File: src/rtl/snake_obj_source.sv
`default_nettype none
// snake_obj_source: snake game state plus 1-cycle-latency object flags for the tile scanner.
// Optional macro SNAKE_WRAP_EN: toroidal grid, no border tiles, only self-collision kills.
module snake_obj_source #(
  parameter int GRID_W  = 16,
  parameter int GRID_H  = 12,
  parameter int MAX_LEN = 16
) (
  input  logic       clk,
  input  logic       rst,
  input  logic [3:0] x,
  input  logic [3:0] y,
  output logic       head,
  output logic       body,
  output logic       apple,
  output logic       border,
  input  logic       step,
  input  logic [1:0] dir,
  input  logic       apple_load,
  input  logic [3:0] apple_x,
  input  logic [3:0] apple_y,
  output logic       ate,
  output logic       dead,
  output logic       win,
  output logic [4:0] length
);

`ifdef SNAKE_WRAP_EN
  localparam bit c_WRAP = 1'b1;
`else
  localparam bit c_WRAP = 1'b0;
`endif
  localparam logic [3:0] c_XMAX    = 4'(GRID_W - 1);
  localparam logic [3:0] c_YMAX    = 4'(GRID_H - 1);
  localparam logic [4:0] c_GRID_W  = 5'(GRID_W);
  localparam logic [4:0] c_GRID_H  = 5'(GRID_H);
  localparam logic [4:0] c_MAX_LEN = 5'(MAX_LEN);

  typedef enum logic [1:0] {
    ST_ALIVE = 2'd0,
    ST_DEAD  = 2'd1,
    ST_WIN   = 2'd2
  } state_t;

  state_t     r_state;
  logic [1:0] r_hdg;
  logic [3:0] r_seg_x [MAX_LEN];
  logic [3:0] r_seg_y [MAX_LEN];
  logic [3:0] r_apple_x;
  logic [3:0] r_apple_y;

  function automatic logic f_on_border(input logic [3:0] fx, input logic [3:0] fy);
    return (fx == 4'd0) || (fx == c_XMAX) || (fy == 4'd0) || (fy == c_YMAX);
  endfunction

  function automatic logic f_in_range(input logic [3:0] fx, input logic [3:0] fy);
    return ({1'b0, fx} < c_GRID_W) && ({1'b0, fy} < c_GRID_H);
  endfunction

  // Query decode against the current (pre-step) state.
  logic w_q_in, w_q_border, w_q_head, w_q_body, w_q_apple;
  always_comb begin
    w_q_in     = f_in_range(x, y);
    w_q_border = !c_WRAP && f_on_border(x, y);
    w_q_head   = (x == r_seg_x[0]) && (y == r_seg_y[0]);
    w_q_apple  = (x == r_apple_x) && (y == r_apple_y);
    w_q_body   = 1'b0;
    for (int i = 1; i < MAX_LEN; i++) begin
      if ((5'(i) < length) && (x == r_seg_x[i]) && (y == r_seg_y[i])) begin
        w_q_body = 1'b1;
      end
    end
  end

  logic [1:0] w_hdg;
  logic [3:0] w_nh_x, w_nh_y;
  logic       w_grow, w_hit_body, w_hit, w_load_ok;
  always_comb begin
    w_hdg  = (dir == (r_hdg ^ 2'b10)) ? r_hdg : dir;
    w_nh_x = r_seg_x[0];
    w_nh_y = r_seg_y[0];
    case (w_hdg)
      2'b00:   w_nh_x = (c_WRAP && r_seg_x[0] == c_XMAX) ? 4'd0   : r_seg_x[0] + 4'd1;
      2'b01:   w_nh_y = (c_WRAP && r_seg_y[0] == c_YMAX) ? 4'd0   : r_seg_y[0] + 4'd1;
      2'b10:   w_nh_x = (c_WRAP && r_seg_x[0] == 4'd0)   ? c_XMAX : r_seg_x[0] - 4'd1;
      default: w_nh_y = (c_WRAP && r_seg_y[0] == 4'd0)   ? c_YMAX : r_seg_y[0] - 4'd1;
    endcase
    w_grow     = (w_nh_x == r_apple_x) && (w_nh_y == r_apple_y);
    // The tail vacates its cell on a plain move, so it only blocks when growing.
    w_hit_body = 1'b0;
    for (int i = 1; i < MAX_LEN; i++) begin
      if (((5'(i) < length - 5'd1) || ((5'(i) == length - 5'd1) && w_grow)) &&
          (w_nh_x == r_seg_x[i]) && (w_nh_y == r_seg_y[i])) begin
        w_hit_body = 1'b1;
      end
    end
    w_hit     = w_hit_body || (!c_WRAP && f_on_border(w_nh_x, w_nh_y));
    w_load_ok = f_in_range(apple_x, apple_y) && (c_WRAP || !f_on_border(apple_x, apple_y));
  end

  always_ff @(posedge clk) begin
    if (rst) begin
      r_state <= ST_ALIVE;
      r_hdg   <= 2'b10;
      for (int i = 0; i < MAX_LEN; i++) begin
        r_seg_x[i] <= 4'd0;
        r_seg_y[i] <= 4'd0;
      end
      r_seg_x[0] <= 4'd4; r_seg_y[0] <= 4'd4;
      r_seg_x[1] <= 4'd5; r_seg_y[1] <= 4'd4;
      r_seg_x[2] <= 4'd6; r_seg_y[2] <= 4'd4;
      r_apple_x <= 4'd10;
      r_apple_y <= 4'd6;
      length    <= 5'd3;
      head      <= 1'b0;
      body      <= 1'b0;
      apple     <= 1'b0;
      border    <= 1'b0;
      ate       <= 1'b0;
      dead      <= 1'b0;
      win       <= 1'b0;
    end else begin
      border <= w_q_in && w_q_border;
      head   <= w_q_in && !w_q_border && w_q_head;
      body   <= w_q_in && !w_q_border && !w_q_head && w_q_body;
      apple  <= w_q_in && !w_q_border && !w_q_head && !w_q_body && w_q_apple;
      ate    <= 1'b0;
      if (apple_load && w_load_ok) begin
        r_apple_x <= apple_x;
        r_apple_y <= apple_y;
      end
      if (step && (r_state == ST_ALIVE)) begin
        r_hdg <= w_hdg;
        if (w_hit) begin
          r_state <= ST_DEAD;
          dead    <= 1'b1;
        end else begin
          for (int i = MAX_LEN - 1; i > 0; i--) begin
            r_seg_x[i] <= r_seg_x[i-1];
            r_seg_y[i] <= r_seg_y[i-1];
          end
          r_seg_x[0] <= w_nh_x;
          r_seg_y[0] <= w_nh_y;
          if (w_grow) begin
            length <= length + 5'd1;
            ate    <= 1'b1;
            if (length + 5'd1 == c_MAX_LEN) begin
              r_state <= ST_WIN;
              win     <= 1'b1;
            end
          end
        end
      end
    end
  end

endmodule
`default_nettype wire

File: config.mk
export PLATFORM = sky130hd
export DESIGN_NAME = snake_obj_source
export DESIGN_NICKNAME = d
export VERILOG_FILES = /design/src/rtl/snake_obj_source.sv
export SDC_FILE = /design/constraint.sdc
export NUM_CORES = 1
export LEC_CHECK = 0
export BUFFER_PORTS_ARGS = -buffer_cell sky130_fd_sc_hd__buf_2
export CAP_MARGIN = 0
export CORE_UTILIZATION = 35
export DETAILED_ROUTE_END_ITERATION = 10
export GPL_TIMING_DRIVEN = 0
export PLACE_DENSITY = 0.62
export SYNTH_ARGS = -nofsm -noshare
export SYNTH_HDL_FRONTEND = slang
export SYNTH_SLANG_ARGS = --single-unit
File: constraint.sdc
create_clock -name clk -period 14.9 [get_ports clk]
set_input_delay 2.235 -clock clk [delete_from_list [all_inputs] [get_ports clk]]
set_output_delay 2.235 -clock clk [all_outputs]
set_load 0.02 [all_outputs]
After elaboration in Yosys (flattened, before gate mapping)
Memories as Yosys holds them, arrays and structs flattened.
Index checks and enable logic that the tools add are counted.
{"block": "totals", "regBits": 24, "ramBits": 128, "inputBits": 22, "out_inout_bits": 12, "wordCells": 398, "mem_count": 2}
{"block": "classes", "add_sub_neg": 6, "order_cmp": 32, "n_eq_ne": 91, "muxes": 81, "bitwise": 41, "n_reduce_logical": 133}
{"memory": "r_seg_x", "words": 16, "word_bits": 4, "read_ports": 16, "rd_ports_with_merged_regs": 0, "wr": 16, "line": "47", "rtl": "logic [3:0] r_seg_x [MAX_LEN];"}
{"memory": "r_seg_y", "words": 16, "word_bits": 4, "read_ports": 16, "rd_ports_with_merged_regs": 0, "wr": 16, "line": "48", "rtl": "logic [3:0] r_seg_y [MAX_LEN];"}
{"op": "$eq 4x4->1", "n": 66}
{"op": "$mux 4", "n": 38}
{"op": "$logic_and 1x1->1", "n": 88}
{"op": "$lt 4x5->1 const A", "n": 16}
{"op": "$eq 4x5->1 const A", "n": 8}
{"op": "$lt 3x5->1 const A", "n": 8}
{"op": "$or 1x1->1", "n": 38}
{"op": "$mux 1", "n": 37}
{"op": "$logic_or 1x1->1", "n": 25}
{"op": "$eq 4x4->1 const B", "n": 6}
{"op": "$logic_not 4->1", "n": 6}
{"op": "$eq 3x5->1 const A", "n": 4}
{"op": "$lt 2x5->1 const A", "n": 4}
{"op": "$pmux 4 s2", "n": 2}
{"op": "$eq 2x5->1 const A", "n": 2}
{"op": "$lt 1x5->1 const A", "n": 2}
{"op": "$add 4x1->4 const B", "n": 2}
{"op": "$lt 4x4->1 const B", "n": 2}
{"op": "$mux 2", "n": 4}
{"op": "$sub 4x1->4 const B", "n": 2}
{"op": "$reduce_and 3->1", "n": 2}
{"op": "$add 5x1->5 const B", "n": 1}
{"op": "$eq 1x5->1 const A", "n": 1}
{"op": "$eq 5x5->1 const B", "n": 1}
{"op": "12 further kinds", "n": 19}

Logic depth before layout (Yosys ltp)
{"block": "depth", "depth_word": 33, "mapped_depth": 20, "mapped_depth_nobuf": 15}

Worst setup path after synthesis
No wires, ideal clock.
{"block": "synth_path", "path_kind": "input to register", "start": "in dir[0]", "end": "mem r_seg_x[0][0], enable pin", "setup_ns": 0.792, "arrival_time_ns": 14.912, "t_required_ns": 14.108, "path_slack_ns": -0.805, "path_stages": 17, "n_path_buf": 4, "path_cell_list": "buf_2 -> xor2_1 -> mux2_4 -> or2_2 -> ha_1 -> and3_1 -> or3_1 -> mux2i_4 -> xnor3_1 -> and3_1 -> buf_2 -> a21oi_1 -> o22ai_1 -> or3_1 -> buf_2 -> buf_1 -> o21ai_0"}
{"element": "start, declared", "line": "18", "rtl": "input logic [1:0] dir,"}
{"element": "end, declared", "line": "47"}

==> results by group <==
Die
  • Die span in y: 177 um
  • Std-Cell Rows: 63
  • Core Region: 29,900 um2
  • Die width: 177 um
  • Initial Util: 0.358
  • Die Footprint: 31,300 um2
  • I/O pin count: 34

CTS
  • Clock Sink Count: 152
  • Post-cts resize count: 0
  • CTS tree: done
  • Post-CTS Setup Repair Bufs: 0
  • Cts bufs inserted: 17
  • Number of buffers inserted by hold repair at cts: 0
  • Insertion delay to the later sink of the worst-skew pair: 0.45 ns
  • Clock tree root driver cell: sky130_fd_sc_hd__clkbuf_16
  • CTS max path bufs: 2
  • Clock-pin slew on the worst setup and hold paths: 0.07 ns
  • H-tree levels: 4

Worst setup path
  • CP Buf/Inv Count: 9
  • CP max stage delay: 1.09 ns
  • Crit start category: primary input
  • Crit path cell chain: buf_2 > inv_2 > clkbuf_1 > or2_2 > inv_1 > fa_1 > xnor2_1 > mux2i_2 > buf_2 > xor2_1 > nand4_1 > o211ai_1 > a221oi_2 > nand4_4 > clkbuf_1 > o21ai_4 > buf_12 > buf_12 > buf_12
  • Most frequent cell on the critical path: sky130_fd_sc_hd__buf_12
  • Worst path required time: 15.04 ns
  • Cell with the biggest individual delay on the critical path: sky130_fd_sc_hd__mux2i_2
  • Kind of end point of the critical path: register
  • Data arrival time of the critical path: 8.93 ns
  • Critical path start-end classification: primary input to register
  • Delay-heaviest family, CP: buffers and inverters
  • Worst-path fanout max: 32

Final layout
  • Finished Cell Area: 12,000 um2
  • Most used cells in the layout excluding fill and tap cells: 143 x sky130_fd_sc_hd__xor2_1, 141 x sky130_fd_sc_hd__xnor2_1, 128 x sky130_fd_sc_hd__edfxtp_1
  • P&R area growth vs syn: 12.0%
  • Fin cells: 1,484
  • Antenna diode count: 0
  • Most common cell after layout, fill and taps aside: sky130_fd_sc_hd__xor2_1
  • Layout cells sized above 1: 0.0969
  • Nets@finish: about 1,100

Placement
  • Final HPWL from detailed placement: 26.8 mm
  • Port-buffer cells: 26
  • Placed cell area: 11,400 um2
  • Post-place setup slack: 5.98 ns
  • Final estimated routing congestion in global placement: between 1 and 1.5
  • Placed Cells: 1,452

Power
  • Peak ir drop on the vdd network: 0.0927 mV
  • Power Density: approximately 220 nW/um2
  • Standby leakage power: 0.00448 uW
  • Overall power after layout: 2590 uW

Run status
  • Run status: complete, no violations

Synthesis
  • Per-instance average area after synthesis: about 10 um2
  • Prevailing post-synth register cell: sky130_fd_sc_hd__edfxtp_1
  • Synthesized net count: 1,062
  • Register bit count reported by yosys: 152
  • Post-Synthesis Cell Area: 10,700 um2
  • Async set or reset register ratio after synthesis: 0
  • Post-synth top area cell: sky130_fd_sc_hd__edfxtp_1
  • Synth Warn #: 0
  • Unique masters post-synth: 74
  • Sequential cell area fraction in the yosys report: 0.404
  • Proportion of netlist area held by the largest area contributor: 0.359
  • Most area-consuming cells after synthesis: sky130_fd_sc_hd__edfxtp_1 36%, sky130_fd_sc_hd__xor2_1 12%, sky130_fd_sc_hd__xnor2_1 12%, sky130_fd_sc_hd__and2_1 6.8%, sky130_fd_sc_hd__dfxtp_1 4.5%
  • Post-synthesis instance total: 1,030
  • Post-synth EDFFs: 128

Route
  • Highest metal used: met4
  • Antenna-violating nets left: 0
  • Detailed-routed wire length on met3: ~3.6 mm
  • Post-Route M1 WL: between 15 and 20 mm
  • Violation count after the first detailed-route iteration: just over 900
  • Post-route DRC: 0
  • Per-cell via count in the routed design: 5.73
  • Number of vias after detailed routing: 8,496
  • WL/cell: ~25 um
  • Total wire length after detailed routing: between 30 and 40 mm
  • First-pass iteration count of the detailed router: 5
  • Detailed-routed wire length on met2: 16.2 mm

Global route
  • Maximum number of pins on one net before global-route repair: 33
  • Total global routing overflow: 0
  • Total routing usage reported by global routing: 0.238
  • Vias in the first global route: around 8,100
  • Global-route wire length before repair: 52.9 mm
  • Antenna violations before repair: 1

Timing
  • Final setup fails: 0
  • Setup repair after global routing missed its margin: no
  • Minimum setup slack in the final design: 6.12 ns
  • Final hold violation count: 0
  • Slew at the pin closest to its max-slew limit: 1.41 ns
  • Final Slew Violations: 0
  • Relative slew margins: 0.0429
  • Share of the clock period used by the worst path after layout: 0.589
  • Hold Slack: 0.450 ns
  • Final Skew: 0.0160 ns
  • Min Tclk post-route: 8.78 ns
  • Highest clock frequency the design can meet: about 110 MHz

Flow run
  • Number of violations of the max-capacitance limit: 0

Worst hold path
  • Worst min-delay path category: register to register
[power breakdown]
group	internal (uW)	switching [uW]	leakage (uW)
Combinational	534	721	0.00264
Clock	222	204	0.000281
Sequential	684	227	0.00157
[synth_stat cells, types with 4 or more instances]
cell	number
sky130_fd_sc_hd__o2111ai_1	5
sky130_fd_sc_hd__buf_1	14
sky130_fd_sc_hd__nand3_1	17
sky130_fd_sc_hd__buf_2	13
sky130_fd_sc_hd__and4_1	4
sky130_fd_sc_hd__nand4_1	35
sky130_fd_sc_hd__or4_1	5
sky130_fd_sc_hd__a2111oi_0	4
sky130_fd_sc_hd__clkbuf_1	36
sky130_fd_sc_hd__and2_1	117
sky130_fd_sc_hd__nand2_1	33
sky130_fd_sc_hd__xnor2_1	141
sky130_fd_sc_hd__o21ai_0	20
sky130_fd_sc_hd__or3_1	11
sky130_fd_sc_hd__nor3_1	31
sky130_fd_sc_hd__mux2i_1	11
sky130_fd_sc_hd__xor2_1	143
sky130_fd_sc_hd__dfxtp_1	24
sky130_fd_sc_hd__inv_1	10
sky130_fd_sc_hd__nor2b_1	5
sky130_fd_sc_hd__nor4_1	33
sky130_fd_sc_hd__a21oi_1	29
sky130_fd_sc_hd__nor2_1	31
sky130_fd_sc_hd__a21o_1	8
sky130_fd_sc_hd__o31ai_1	7
sky130_fd_sc_hd__xnor3_1	10
sky130_fd_sc_hd__buf_6	7
sky130_fd_sc_hd__edfxtp_1	128
sky130_fd_sc_hd__and3_1	8
sky130_fd_sc_hd__o211ai_1	4
sky130_fd_sc_hd__ha_1	9
sky130_fd_sc_hd__a31oi_1	15
[routing by layer]
layer,GRT usage,vias to the layer above
met3,0.0546,76
li1,-,3767
met2,0.370,440
met5,0,-
met4,0.0873,0
met1,0.322,4213
[worst reg2reg max path: cells and delay by family (launching register included)]
kind	cells	cell delay, ns
compound gates	3	1.23
xor+xnor	2	0.32
fa+ha+maj	1	0.53
buf+inv	8	3.01
flops	1	0.32
mux	1	1.09
simple gates	2	0.51
[cells by family (layout without fill, tap and decap cells)]
family / count (synthesis) / count (layout) / share of synthesized area
DFF: 152 / 152 / 0.404
and+or+nand+nor: 348 / 348 / 0.189
AOI/OAI and AO/OA: 121 / 121 / 0.0768
xor gates and xnor gates: 299 / 299 / 0.262
adders and majority gates: 10 / 10 / 0.0124
buffers and inverters: 83 / 147 / 0.0362
muxes: 17 / 17 / 0.0195
[final timing paths]
kind / depth (start not counted) / to / startpoint / slack (ns)
setup / recovery: 19 / r_seg_y[7][0] / dir[0] / 6.12
hold / removal: 2 / r_state[1] / r_state[1] / 0.45
setup reg to reg: 17 / r_seg_y[7][0] / r_seg_y[0][0] / 7.60
hold reg to reg: 2 / r_state[1] / r_state[1] / 0.45
[metrics by stage]
step                       util  setup TNS (ns)
final                     0.402               0
after global routing      0.402               0
after CTS                 0.402               0
after detailed placement  0.383               0
after global placement    0.379         -161.54
after floorplan               -               0
[flip-flops by register name (all words and copies together) (netlist names), 2 cells and up]
name and flops:
r_seg_y 64, r_state 2, r_apple_y 4, r_apple_x 4, r_hdg 2, length 5, r_seg_x 64
[final cells by class]
| class | instances | area [um2] |
|---|---|---|
| clock buffers | 18 | 429 |
| clock inverters | 14 | 130 |
| multi-input cells | 795 | 6010 |
| well taps | 390 | 488 |
| inverters | 11 | 41.3 |
| plain buffers | 72 | 347 |
| flip-flops and latches | 152 | 4320 |
| fillers | 2940 | 17900 |
| repair buffers | 32 | 223 |
Note: power is estimated with default switching activity, not from simulation.
